File: src/rtl/cpu_control_seq_if.sv
// Control-sequencer interface: CPU status inputs and datapath control strobes.
// The step input is present only when CPU_CTRL_SINGLE_STEP_EN is defined.
interface cpu_control_seq_if #(
    parameter int OPW = 4,
    parameter int BSW = 3
);
    logic           run;
    logic [OPW-1:0] ir_op;
    logic           flag_z;
    logic           flag_c;
`ifdef CPU_CTRL_SINGLE_STEP_EN
    logic           step;
`endif
    logic           pc_l;
    logic           pc_inc;
    logic           mar_l;
    logic           ir_l;
    logic           a_l;
    logic           b_l;
    logic           out_l;
    logic           flags_l;
    logic           mem_we;
    logic           alu_sub;
    logic [BSW-1:0] bus_sel;
    logic           instr_done;
    logic           halted;
    logic           busy;

    modport slave (
`ifdef CPU_CTRL_SINGLE_STEP_EN
        input  step,
`endif
        input  run, ir_op, flag_z, flag_c,
        output pc_l, pc_inc, mar_l, ir_l, a_l, b_l, out_l, flags_l,
        output mem_we, alu_sub, bus_sel, instr_done, halted, busy
    );

    modport master (
`ifdef CPU_CTRL_SINGLE_STEP_EN
        output step,
`endif
        output run, ir_op, flag_z, flag_c,
        input  pc_l, pc_inc, mar_l, ir_l, a_l, b_l, out_l, flags_l,
        input  mem_we, alu_sub, bus_sel, instr_done, halted, busy
    );
endinterface

File: src/rtl/cpu_control_seq.sv
// Multi-cycle fetch/execute sequencer (IDLE, T0..T4, HALT); outputs decoded from state and opcode.
// Define CPU_CTRL_SINGLE_STEP_EN to add single-instruction stepping via cs.step.
module cpu_control_seq #(
    parameter int OPW = 4,
    parameter int BSW = 3
) (
    input  logic            clk,
    input  logic            rst,
    cpu_control_seq_if.slave cs
);
    typedef enum logic [2:0] {
        S_IDLE = 3'd0,
        S_T0   = 3'd1,
        S_T1   = 3'd2,
        S_T2   = 3'd3,
        S_T3   = 3'd4,
        S_T4   = 3'd5,
        S_HALT = 3'd6
    } state_t;

    localparam logic [OPW-1:0] OP_LDA = OPW'(1);
    localparam logic [OPW-1:0] OP_ADD = OPW'(2);
    localparam logic [OPW-1:0] OP_SUB = OPW'(3);
    localparam logic [OPW-1:0] OP_STA = OPW'(4);
    localparam logic [OPW-1:0] OP_LDI = OPW'(5);
    localparam logic [OPW-1:0] OP_JMP = OPW'(6);
    localparam logic [OPW-1:0] OP_JC  = OPW'(7);
    localparam logic [OPW-1:0] OP_JZ  = OPW'(8);
    localparam logic [OPW-1:0] OP_OUT = OPW'(14);
    localparam logic [OPW-1:0] OP_HLT = OPW'(15);

    localparam logic [BSW-1:0] BUS_NONE = BSW'(0);
    localparam logic [BSW-1:0] BUS_PC   = BSW'(1);
    localparam logic [BSW-1:0] BUS_RAM  = BSW'(2);
    localparam logic [BSW-1:0] BUS_IR   = BSW'(3);
    localparam logic [BSW-1:0] BUS_A    = BSW'(4);
    localparam logic [BSW-1:0] BUS_ALU  = BSW'(5);

    state_t r_state;
    logic   w_last;
    logic   w_start;
    logic   w_long3;
    logic   w_long4;

    // Opcodes needing a T3 (and T4) step; everything else finishes in T2.
    assign w_long3 = (cs.ir_op == OP_LDA) || (cs.ir_op == OP_ADD) ||
                     (cs.ir_op == OP_SUB) || (cs.ir_op == OP_STA);
    assign w_long4 = (cs.ir_op == OP_ADD) || (cs.ir_op == OP_SUB);

    always_comb begin
        w_last = 1'b0;
        case (r_state)
            S_T2:    w_last = !w_long3;
            S_T3:    w_last = !w_long4;
            S_T4:    w_last = 1'b1;
            default: w_last = 1'b0;
        endcase
    end

`ifdef CPU_CTRL_SINGLE_STEP_EN
    logic r_step_d;
    assign w_start = cs.run | (cs.step & ~r_step_d);
`else
    assign w_start = cs.run;
`endif

    always_ff @(posedge clk or posedge rst) begin
        if (rst) begin
            r_state <= S_IDLE;
`ifdef CPU_CTRL_SINGLE_STEP_EN
            r_step_d <= 1'b0;
`endif
        end else begin
`ifdef CPU_CTRL_SINGLE_STEP_EN
            r_step_d <= cs.step;
`endif
            case (r_state)
                S_IDLE: if (w_start) r_state <= S_T0;
                S_T0:   r_state <= S_T1;
                S_T1:   r_state <= S_T2;
                S_T2, S_T3, S_T4: begin
                    if (r_state == S_T2 && cs.ir_op == OP_HLT)
                        r_state <= S_HALT;
                    else if (w_last)
                        r_state <= cs.run ? S_T0 : S_IDLE;
                    else if (r_state == S_T2)
                        r_state <= S_T3;
                    else
                        r_state <= S_T4;
                end
                S_HALT: r_state <= S_HALT;
                default: r_state <= S_IDLE;
            endcase
        end
    end

    logic           w_pc_l, w_pc_inc, w_mar_l, w_ir_l, w_a_l, w_b_l;
    logic           w_out_l, w_flags_l, w_mem_we, w_alu_sub;
    logic [BSW-1:0] w_bus;

    always_comb begin
        w_pc_l    = 1'b0;
        w_pc_inc  = 1'b0;
        w_mar_l   = 1'b0;
        w_ir_l    = 1'b0;
        w_a_l     = 1'b0;
        w_b_l     = 1'b0;
        w_out_l   = 1'b0;
        w_flags_l = 1'b0;
        w_mem_we  = 1'b0;
        w_alu_sub = 1'b0;
        w_bus     = BUS_NONE;
        case (r_state)
            S_T0: begin
                w_bus   = BUS_PC;
                w_mar_l = 1'b1;
            end
            S_T1: begin
                w_bus    = BUS_RAM;
                w_ir_l   = 1'b1;
                w_pc_inc = 1'b1;
            end
            S_T2: begin
                case (cs.ir_op)
                    OP_LDA, OP_ADD, OP_SUB, OP_STA: begin
                        w_bus   = BUS_IR;
                        w_mar_l = 1'b1;
                    end
                    OP_LDI: begin
                        w_bus = BUS_IR;
                        w_a_l = 1'b1;
                    end
                    OP_JMP: begin
                        w_bus  = BUS_IR;
                        w_pc_l = 1'b1;
                    end
                    OP_JC: begin
                        w_bus  = BUS_IR;
                        w_pc_l = cs.flag_c;
                    end
                    OP_JZ: begin
                        w_bus  = BUS_IR;
                        w_pc_l = cs.flag_z;
                    end
                    OP_OUT: begin
                        w_bus   = BUS_A;
                        w_out_l = 1'b1;
                    end
                    default: w_bus = BUS_NONE;
                endcase
            end
            S_T3: begin
                case (cs.ir_op)
                    OP_LDA: begin
                        w_bus = BUS_RAM;
                        w_a_l = 1'b1;
                    end
                    OP_ADD, OP_SUB: begin
                        w_bus     = BUS_RAM;
                        w_b_l     = 1'b1;
                        w_alu_sub = (cs.ir_op == OP_SUB);
                    end
                    OP_STA: begin
                        w_bus    = BUS_A;
                        w_mem_we = 1'b1;
                    end
                    default: w_bus = BUS_NONE;
                endcase
            end
            S_T4: begin
                if (w_long4) begin
                    w_bus     = BUS_ALU;
                    w_a_l     = 1'b1;
                    w_flags_l = 1'b1;
                    w_alu_sub = (cs.ir_op == OP_SUB);
                end
            end
            default: w_bus = BUS_NONE;
        endcase
    end

    assign cs.pc_l       = w_pc_l;
    assign cs.pc_inc     = w_pc_inc;
    assign cs.mar_l      = w_mar_l;
    assign cs.ir_l       = w_ir_l;
    assign cs.a_l        = w_a_l;
    assign cs.b_l        = w_b_l;
    assign cs.out_l      = w_out_l;
    assign cs.flags_l    = w_flags_l;
    assign cs.mem_we     = w_mem_we;
    assign cs.alu_sub    = w_alu_sub;
    assign cs.bus_sel    = w_bus;
    assign cs.instr_done = w_last;
    assign cs.halted     = (r_state == S_HALT);
    assign cs.busy       = (r_state == S_T0) || (r_state == S_T1) || (r_state == S_T2) ||
                           (r_state == S_T3) || (r_state == S_T4);
endmodule
File: src/flat_wrapper.sv
// flat-port wrapper written by rule: the top's interface ports become plain ports
module cpu_control_seq_flat 
#(
    parameter int OPW = 4,
    parameter int BSW = 3
)
  (clk, rst, cs_run, cs_ir_op, cs_flag_z, cs_flag_c, cs_pc_l, cs_pc_inc, cs_mar_l, cs_ir_l, cs_a_l, cs_b_l, cs_out_l, cs_flags_l, cs_mem_we, cs_alu_sub, cs_bus_sel, cs_instr_done, cs_halted, cs_busy);
  cpu_control_seq_if #(.OPW(OPW), .BSW(BSW)) cs_i ();
  input  logic clk;
  input  logic rst;
  input wire logic [$bits(cs_i.run)-1:0] cs_run;
  input wire logic [$bits(cs_i.ir_op)-1:0] cs_ir_op;
  input wire logic [$bits(cs_i.flag_z)-1:0] cs_flag_z;
  input wire logic [$bits(cs_i.flag_c)-1:0] cs_flag_c;
  output wire logic [$bits(cs_i.pc_l)-1:0] cs_pc_l;
  output wire logic [$bits(cs_i.pc_inc)-1:0] cs_pc_inc;
  output wire logic [$bits(cs_i.mar_l)-1:0] cs_mar_l;
  output wire logic [$bits(cs_i.ir_l)-1:0] cs_ir_l;
  output wire logic [$bits(cs_i.a_l)-1:0] cs_a_l;
  output wire logic [$bits(cs_i.b_l)-1:0] cs_b_l;
  output wire logic [$bits(cs_i.out_l)-1:0] cs_out_l;
  output wire logic [$bits(cs_i.flags_l)-1:0] cs_flags_l;
  output wire logic [$bits(cs_i.mem_we)-1:0] cs_mem_we;
  output wire logic [$bits(cs_i.alu_sub)-1:0] cs_alu_sub;
  output wire logic [$bits(cs_i.bus_sel)-1:0] cs_bus_sel;
  output wire logic [$bits(cs_i.instr_done)-1:0] cs_instr_done;
  output wire logic [$bits(cs_i.halted)-1:0] cs_halted;
  output wire logic [$bits(cs_i.busy)-1:0] cs_busy;
  assign cs_i.run = cs_run;
  assign cs_i.ir_op = cs_ir_op;
  assign cs_i.flag_z = cs_flag_z;
  assign cs_i.flag_c = cs_flag_c;
  assign cs_pc_l = cs_i.pc_l;
  assign cs_pc_inc = cs_i.pc_inc;
  assign cs_mar_l = cs_i.mar_l;
  assign cs_ir_l = cs_i.ir_l;
  assign cs_a_l = cs_i.a_l;
  assign cs_b_l = cs_i.b_l;
  assign cs_out_l = cs_i.out_l;
  assign cs_flags_l = cs_i.flags_l;
  assign cs_mem_we = cs_i.mem_we;
  assign cs_alu_sub = cs_i.alu_sub;
  assign cs_bus_sel = cs_i.bus_sel;
  assign cs_instr_done = cs_i.instr_done;
  assign cs_halted = cs_i.halted;
  assign cs_busy = cs_i.busy;
  cpu_control_seq #(.OPW(OPW), .BSW(BSW)) u_core (.clk(clk), .rst(rst), .cs(cs_i));
endmodule
File: config.mk
export PLATFORM = sky130hd
export DESIGN_NAME = cpu_control_seq_flat
export DESIGN_NICKNAME = d
export VERILOG_FILES = /design/src/rtl/cpu_control_seq_if.sv /design/src/rtl/cpu_control_seq.sv /design/src/flat_wrapper.sv
export SDC_FILE = /design/constraint.sdc
export NUM_CORES = 1
export LEC_CHECK = 0
export ABC_AREA = 1
export CORE_AREA = 2 2 39 41
export DETAILED_ROUTE_END_ITERATION = 10
export DIE_AREA = 0 0 41 43
export DONT_BUFFER_PORTS = 1
export GPL_ROUTABILITY_DRIVEN = 0
export HOLD_SLACK_MARGIN = 0.15
export PLACE_DENSITY_LB_ADDON = 0.25
export SLEW_MARGIN = 20
export SYNTH_ARGS = -nofsm -noshare
export SYNTH_HDL_FRONTEND = slang
export SYNTH_SLANG_ARGS = --single-unit
export TNS_END_PERCENT = 1
File: constraint.sdc
create_clock -name clk -period 2.5 [get_ports clk]
set_clock_uncertainty 0.15 [all_clocks]
set_input_delay 0.375 -clock clk [delete_from_list [all_inputs] [get_ports clk]]
set_output_delay 0.375 -clock clk [all_outputs]
set_load 0.01 [all_outputs]
==> results of run 1 <==
==> worst max-delay path: stages (launching register included) <==
cell and delay (ns):
dfrtp_1 0.46, nor2_1 0.20, nand2_1 0.12, nor2_1 0.11, a21oi_1 0.05, o31ai_1 0.39
==> metal layers <==
layer  share of wire  GRT usage  wire length, µm
met5               0          0                0
met4               0     0.0600                0
met3           0.068    0.00524               77
met2            0.50      0.219              570
met1            0.43      0.201              488
==> worst paths after layout <==
path	cells after the start	slack [ns]	to
setup / recovery	5	0.42	cs_a_l
setup reg to reg	7	0.96	u_core.r_state[0]
hold / removal	2	0.16	u_core.r_state[0]
min in group asynchronous	2	0.30	u_core.r_state[2]
max in group asynchronous	2	1.78	u_core.r_state[1]
hold reg to reg	2	0.54	u_core.r_state[0]
==> layout make-up <==
type	instances	area, µm²	share of cell area
Multi-Input combinational cell	61	298	0.613
Timing Repair Buffer	2	17.5	0.0361
Inverter	13	48.8	0.101
Sequential cell	3	75.1	0.155
Tap cell	16	20.0	0.0412
Clock buffer	4	26.3	0.0541
==> cell usage in the layout (no fill, tap or decap) <==
cell | Yosys | layout
o31ai_1 | 2 | 2
nor2_2 | 2 | 2
a21oi_1 | 2 | 2
o21ai_1 | 2 | 2
o21ai_0 | 1 | 1
buf_4 | 1 | 1
clkbuf_1 | 0 | 1
nor3_1 | 1 | 1
nand2_2 | 2 | 2
a31oi_1 | 1 | 1
nor2_1 | 14 | 14
a21oi_2 | 3 | 3
nor2_4 | 1 | 1
nor4_1 | 1 | 1
or2_2 | 1 | 1
inv_2 | 2 | 2
nand2_1 | 20 | 20
inv_1 | 11 | 11
dlygate4sd3_1 | 0 | 1
dfrtp_1 | 3 | 3
nand4_1 | 1 | 1
clkbuf_4 | 0 | 3
nand3_1 | 6 | 6
o211ai_1 | 1 | 1
==> cell families after synthesis <==
kind of cell	after synthesis	share of synthesized area
buffers and inverters	15	0.161
AOI/OAI and AO/OA	12	0.180
DFF	3	0.169
and+or+nand+nor	49	0.490
==> repair_timing <==
action / CTS / global route
buffers inserted: 0 / 0
endpoints found under the hold margin: 3 / 0
hold buffers: 1 / 0
==> through the flow <==
| stage | worst slack [ns] | hold WS [ns] | instances | cell area (µm²) | util |
|---|---|---|---|---|---|
| after floorplan | 0.793 | -0.0214 | 79 | 444 | - |
| after global placement | 0.645 | -0.0133 | 94 | 449 | 0.325 |
| after detailed placement | 0.655 | -0.0112 | 94 | 449 | 0.325 |
| after CTS | 0.407 | 0.156 | 99 | 485 | 0.351 |
| after global routing | 0.278 | 0.161 | 99 | 485 | 0.351 |
| final | 0.417 | 0.157 | 99 | 485 | 0.351 |
==> power by group <==
group / switching (µW) / internal (µW)
clock: 24.4 / 59.8
sequential: 49.0 / 72.6
combinational: 221 / 108
total: 295 / 240
==> impl_metrics.env, run 1 <==
export IMPL_largest_register="u_core.r_state"
export IMPL_vdd_drop_max_mv=0.364
export IMPL_via_per_inst=4.87
export IMPL_ys_async_sr_fraction=1.00
export IMPL_die_w_um=41
export IMPL_syn_area_per_cell_um2=5.62
export IMPL_core_um2=1380
export IMPL_synth_nets=88
export IMPL_yosysSeqAreaShare=0.169
export IMPL_grt_pass1_wl_um=1790
export IMPL_grt_pass1_vias=451
export IMPL_drc=0
export IMPL_io_buffers=0
export IMPL_tritoncts="built"
export IMPL_cts_resized=0
export IMPL_powerDensity_nw_per_um2=1100
export IMPL_rsz0062_at_grt="false"
export IMPL_clk_latency_ns=0.23
export IMPL_wirelength_um=1140
export IMPL_p_total_uw=535
export IMPL_synth_top_area_cell="dfrtp_1"
export IMPL_synth_distinct_cells=22
export IMPL_ant_nets=0
export IMPL_die_h_um=43
export IMPL_syn_area_um2=444
export IMPL_setup_viol=0
export IMPL_worstHoldStart="cs_run"
export IMPL_diodes=0
export IMPL_cp_arrival_ns=1.56
export IMPL_nFillCells=160
export IMPL_synthTopCellsByCount="nand2_1, nor2_1, inv_1, nand3_1"
export IMPL_fin_crit_sh=0.833
export IMPL_synthCells=79
export IMPL_area_growth_pct=9.30
export IMPL_fin_crit_ns=2.08
export IMPL_die_area_um2=1760
export IMPL_cts_sinks=3
export IMPL_status="completed"
export IMPL_clk_path_buf_depth=2
export IMPL_nNetsFinal=93
export IMPL_synth_edf_count=0
export IMPL_wl_per_cell_um=11.5
export IMPL_hold_violations=0
export IMPL_end_kind="output port"
export IMPL_ys_ff_latch=3
export IMPL_drtIter0Drc=16
export IMPL_critical_path_class="flop to output port"
export IMPL_hold_path_class="primary input to flop"
export IMPL_yosys_cell_count_top_type="nand2_1"
export IMPL_antenna_found_initial=0
export IMPL_worstPathRequired_ns=1.98
export IMPL_worst_pin_slew_ns=0.435
export IMPL_startpoint_type="flop"
export IMPL_htree_levels=1
export IMPL_cts_root_buf="clkbuf_4"
export IMPL_io_pins=25
export IMPL_dr_total_vias=482
export IMPL_drtPass1Iterations=4
export IMPL_slew_headroom=0.708
export IMPL_maxCapViolCount=0
export IMPL_synthFlopType="dfrtp_1"
export IMPL_drive_above_1_share=0.181
export IMPL_setup_tns_final_ns=0
export IMPL_leakagePower_uw=0.000255
export IMPL_grt_overflow_total=0
export IMPL_clkTransAtPathRegs_ns=0.04
export IMPL_reg_largest_list="u_core.r_state x3"
export IMPL_initial_core_util=0.321
export IMPL_ys_warn_count=0
export IMPL_critical_path_startpoint="u_core.r_state[1]"
export IMPL_grt_max_degree=9
export IMPL_synthTopCellsByArea="dfrtp_1, nand2_1, nor2_1"
export IMPL_largest_reg_flops=3
export IMPL_slew_violations=0
export IMPL_grt_use_total=0.143
export IMPL_dp_hpwl_um=931
export IMPL_critPathMaxFanout=6
export IMPL_rows=14
export IMPL_yosysTopAreaCellShare=0.169
export IMPL_timing_fmax_mhz=480
export IMPL_r2r_start="u_core.r_state[1]"
export IMPL_cts_buffers=3
(Power assumes the default switching activity.)
==> run 2: changes to the inputs <==
==> constraint.sdc (replaced) <==
create_clock -name clk -period 2 [get_ports clk]
set_clock_uncertainty 0.15 [all_clocks]
set_input_delay 0.3 -clock clk [delete_from_list [all_inputs] [get_ports clk]]
set_output_delay 0.3 -clock clk [all_outputs]
set_load 0.01 [all_outputs]
==> impl_metrics.env, run 2 (same netlist as run 1, synthesis figures left out) <==
export IMPL_timing_fmax_mhz=521
export IMPL_diodes=0
export IMPL_drtIter0Drc=11
export IMPL_wl_per_cell_um=10.9
export IMPL_cp_arrival_ns=1.47
export IMPL_dpl_cell_count=94
export IMPL_critical_path_startpoint="u_core.r_state[1]"
export IMPL_ant_nets=0
export IMPL_hold_violations=0
export IMPL_r2r_slack_ns=0.53
export IMPL_rsz0062_at_grt="true"
export IMPL_setup_tns_final_ns=0
export IMPL_worst_pin_slew_ns=0.401
export IMPL_grt_use_met2=0.213
export IMPL_startpoint_type="flop"
export IMPL_cts_buffers=3
export IMPL_status="completed"
export IMPL_dr_total_vias=503
export IMPL_cts_sinks=3
export IMPL_die_h_um=43
export IMPL_setup_viol=0
export IMPL_critPathMaxFanout=6
export IMPL_maxCapViolCount=0
export IMPL_nFillCells=149
export IMPL_clkTransAtPathRegs_ns=0.04
export IMPL_largest_register="u_core.r_state"
export IMPL_core_um2=1380
export IMPL_r2r_end="u_core.r_state[0]"
export IMPL_slew_violations=0
export IMPL_fin_cells=100
export IMPL_fin_crit_ns=1.92
export IMPL_nNetsFinal=94
export IMPL_via_per_inst=5.03
export IMPL_cts_root_buf="clkbuf_4"
export IMPL_wirelength_um=1090
export IMPL_layout_common_cells="nand2_1, nor2_1, inv_1, nand3_1"
export IMPL_clk_path_buf_depth=2
export IMPL_io_buffers=0
export IMPL_final_common_cell="nand2_1"
export IMPL_dp_hpwl_um=905
export IMPL_die_area_um2=1760
export IMPL_vdd_drop_max_mv=0.375
export IMPL_drtPass1Iterations=4
export IMPL_r2r_cells=7
export IMPL_clk_latency_ns=0.23
export IMPL_slew_headroom=0.730
export IMPL_leakagePower_uw=0.000258
export IMPL_grt_pass1_wl_um=1680
export IMPL_critical_path_class="flop to output port"
export IMPL_fin_crit_sh=0.959
export IMPL_largest_reg_flops=3
export IMPL_powerDensity_nw_per_um2=1320
export IMPL_use_met3=0.0105
export IMPL_end_kind="output port"
export IMPL_drive_above_1_share=0.226
export IMPL_gr_usage_met1=0.179
export IMPL_drc=0
export IMPL_die_w_um=41
export IMPL_io_pins=25
export IMPL_grt_pass1_vias=434
export IMPL_initial_core_util=0.321
export IMPL_reg_largest_list="u_core.r_state x3"
export IMPL_tritoncts="built"
export IMPL_grt_use_total=0.132
export IMPL_grt_max_degree=9
export IMPL_htree_levels=1
export IMPL_rows=14
export IMPL_grt_overflow_total=0
export IMPL_antenna_found_initial=0
export IMPL_hold_path_class="primary input to async pin"
export IMPL_endpoint="cs_bus_sel[2]"
export IMPL_r2r_start="u_core.r_state[1]"
export IMPL_top_usage_layer="met2"
export IMPL_area_growth_pct=15.2
export IMPL_worstPathRequired_ns=1.55
[run 2: metal layers]
metal | share of wire | wire length, µm | vias up
li1 | - | - | 264
met1 | 0.42 | 459 | 220
met2 | 0.50 | 540 | 19
met3 | 0.078 | 85 | 0
met4 | 0 | 0 | 0
met5 | 0 | 0 | -
[run 2: how the worst min path moves through the flow]
stage	from	endpoint	slack, ns	cells past startpoint
floorplan	rst	u_core.r_state[0]	-0.1	1
global placement	rst	u_core.r_state[1]	-0.09	1
detailed placement	rst	u_core.r_state[1]	-0.09	1
CTS	rst	u_core.r_state[2]	0.22	2
global route	rst	u_core.r_state[0]	0.25	2
finish	rst	u_core.r_state[2]	0.23	2
[run 2: worst max-delay path, cell delays in order, from the launching register on]
cell	delay, ns
dfrtp_1	0.45
inv_1	0.12
nand2_1	0.06
nor2_1	0.20
nand3_2	0.15
inv_2	0.11
nor2_1	0.04
nand2_1	0.11
[run 2: cell type report]
class                   count  area, µm²  area share
flip-flops and latches      3       76.3       0.149
well taps                  16       20.0      0.0391
clock buffers               4       26.3      0.0513
multi-input cells          61        313       0.611
inverters                  13       48.8      0.0954
repair buffers              3       27.5      0.0538
[run 2: power by group]
group          switching, µW  leakage (µW)  internal, µW
registers               61.8     0.0000356          92.5
logic                    277      0.000208           139
clock network           29.2     0.0000150          74.6
[run 2: metrics by stage]
stage	total power, µW	setup slack, ns	utilization	hold slack [ns]	instance area, µm²
floorplan	521	0.368	-	-0.0964	444
global placement	563	0.206	0.325	-0.0869	449
detailed placement	557	0.232	0.325	-0.0862	449
CTS	670	0.0547	0.362	0.223	500
global route	734	-0.0104	0.370	0.253	512
finish	675	0.0814	0.370	0.226	512
[run 2: timing repair]
item | in CTS | in global routing
gates resized for setup | 1 | 4
hold buffers | 2 | 0
hold endpoints to repair | 4 | 0
setup endpoints to repair | 1 | 2
buffers inserted | 0 | 0
gates cloned | 0 | 0
==> run 3: changes to the inputs <==
--- a/config.mk
+++ b/config.mk
@@ -12,7 +12,7 @@
 export DONT_BUFFER_PORTS = 1
 export GPL_ROUTABILITY_DRIVEN = 0
 export HOLD_SLACK_MARGIN = 0.15
-export PLACE_DENSITY_LB_ADDON = 0.25
+export PLACE_DENSITY_LB_ADDON = 0.08
 export SLEW_MARGIN = 20
 export SYNTH_ARGS = -nofsm -noshare
 export SYNTH_HDL_FRONTEND = slang
==> impl_metrics.env, run 3 (same netlist as run 1, synthesis figures left out) <==
export IMPL_slew_violations=0
export IMPL_cts_sinks=3
export IMPL_drtPass1Iterations=4
export IMPL_dr_total_vias=518
export IMPL_r2r_cells=8
export IMPL_maxCapViolCount=0
export IMPL_antenna_found_initial=0
export IMPL_drtIter0Drc=15
export IMPL_layout_common_cells="nand2_1, nor2_1, inv_1, nand3_1, buf_4"
export IMPL_end_kind="output port"
export IMPL_dp_hpwl_um=1050
export IMPL_largest_register="u_core.r_state"
export IMPL_grt_pass1_vias=516
export IMPL_io_buffers=0
export IMPL_crit_path_cell_trace="nor2_1, nand2_1, nor2_1, a21oi_1, o31ai_2"
export IMPL_path_buf_inv=0
export IMPL_htree_levels=1
export IMPL_diodes=0
export IMPL_startpoint_type="flop"
export IMPL_r2r_end="u_core.r_state[0]"
export IMPL_core_um2=1380
export IMPL_switchingPower_uw=380
export IMPL_r2r_slack_ns=0.52
export IMPL_clk_latency_ns=0.23
export IMPL_grt_max_degree=9
export IMPL_critPathMaxStageDelay_ns=0.45
export IMPL_timing_fmax_mhz=526
export IMPL_clockPowerShare=0.153
export IMPL_critical_path_class="flop to output port"
export IMPL_rows=14
export IMPL_setup_viol=0
export IMPL_p_total_uw=703
export IMPL_clk_path_buf_depth=2
export IMPL_fin_crit_ns=1.90
export IMPL_drive_above_1_share=0.253
export IMPL_fin_cells=103
export IMPL_slew_headroom=0.755
export IMPL_ant_nets=0
export IMPL_nNetsFinal=97
export IMPL_pwr_share_comb=0.641
export IMPL_powerDensity_nw_per_um2=1330
export IMPL_hold_violations=0
export IMPL_die_w_um=41
export IMPL_hold_ws_ns=0.210
export IMPL_worst_pin_slew_ns=0.365
export IMPL_critPathMaxFanout=8
export IMPL_cp_common_cell="nor2_1"
export IMPL_tritoncts="built"
export IMPL_die_area_um2=1760
export IMPL_endpoint="cs_a_l"
export IMPL_hold_path_class="primary input to flop"
export IMPL_leakagePower_uw=0.000274
export IMPL_area_growth_pct=19.2
export IMPL_via_per_inst=5.03
export IMPL_cp_depth=5
export IMPL_largest_reg_flops=3
export IMPL_cts_root_buf="clkbuf_4"
export IMPL_seqPwrFrac=0.206
export IMPL_cp_slowest_cell="dfrtp_1"
export IMPL_die_h_um=43
export IMPL_initial_core_util=0.321
export IMPL_critical_path_startpoint="u_core.r_state[0]"
export IMPL_vdd_drop_max_mv=0.339
export IMPL_io_pins=25
export IMPL_worstPathRequired_ns=1.55
export IMPL_internal_power_uw=324
export IMPL_status="completed"
export IMPL_cp_arrival_ns=1.45
export IMPL_cts_buffers=3
export IMPL_final_common_cell="nand2_1"
export IMPL_fin_crit_sh=0.951
export IMPL_r2r_start="u_core.r_state[2]"
export IMPL_swShare=0.540
export IMPL_dpl_cell_count=97
export IMPL_reg_largest_list="u_core.r_state x3"
export IMPL_wirelength_um=1280
export IMPL_clkTransAtPathRegs_ns=0.04
export IMPL_wl_per_cell_um=12.4
export IMPL_grt_overflow_total=0
export IMPL_drc=0
export IMPL_grt_pass1_wl_um=2080
export IMPL_crit_family="flip-flops"
export IMPL_grt_use_total=0.166
export IMPL_post_cts_buffers=0
==> run 3: worst min-delay path by stage <==
stage               slack [ns]  depth (start not counted)                 to        start
detailed placement       -0.09                          1  u_core.r_state[0]          rst
global placement         -0.09                          1  u_core.r_state[0]          rst
CTS                       0.21                          4  u_core.r_state[1]  cs_ir_op[3]
finish                    0.21                          4  u_core.r_state[1]  cs_ir_op[3]
global route              0.25                          2  u_core.r_state[2]          rst
floorplan                 -0.1                          1  u_core.r_state[0]          rst
==> run 3: metrics by stage <==
| stage | cell area (µm²) | util | TNS (ns) | worst slack, ns |
|---|---|---|---|---|
| after floorplan | 444 | - | 0 | 0.368 |
| after global placement | 472 | 0.341 | 0 | 0.227 |
| after detailed placement | 472 | 0.341 | 0 | 0.259 |
| after CTS | 518 | 0.374 | 0 | 0.00569 |
| after global routing | 529 | 0.382 | -0.0254 | -0.0254 |
| final | 529 | 0.382 | 0 | 0.0972 |
==> run 3: power groups by stage <==
stage          Combinational, µW  Sequential [µW]  Clock (µW)
6_report                     451              145         108
2_1_floorplan                394              127           0
3_3_place_gp                 455              139           0
3_5_place_dp                 451              141           0
4_1_cts                      454              143         114
5_1_grt                      506              153         119
==> run 3: per-layer routing <==
layer,wire (µm),track usage,share of wire,vias to the layer above
met5,0,0,0,-
met3,57,0.0105,0.045,0
met1,528,0.190,0.41,237
met2,690,0.297,0.54,14
li1,-,-,-,267
met4,0,0.0600,0,0
==> run 3: final cells by class <==
class / count / area (µm²)
clock buffers: 4 / 26.3
fillers: 170 / 855
inverters: 13 / 48.8
multi-input cells: 61 / 308
flip-flops and latches: 3 / 76.3
well taps: 16 / 20.0
repair buffers: 6 / 50.0
==> run 3: repair_timing <==
item / CTS / global route
gates resized for setup: 0 / 4
hold buffers: 2 / 0
endpoints found under the hold margin: 4 / 0
setup endpoints to repair: 0 / 2
==> run 3: worst register-to-register path, cell delays in order, from the launching register on <==
cell     delay, ns
dfrtp_1       0.40
buf_4         0.17
nor2_2        0.15
buf_4         0.15
nand2_1       0.09
nand2_1       0.08
a21oi_2       0.03
nand2_1       0.07
a21oi_2       0.05
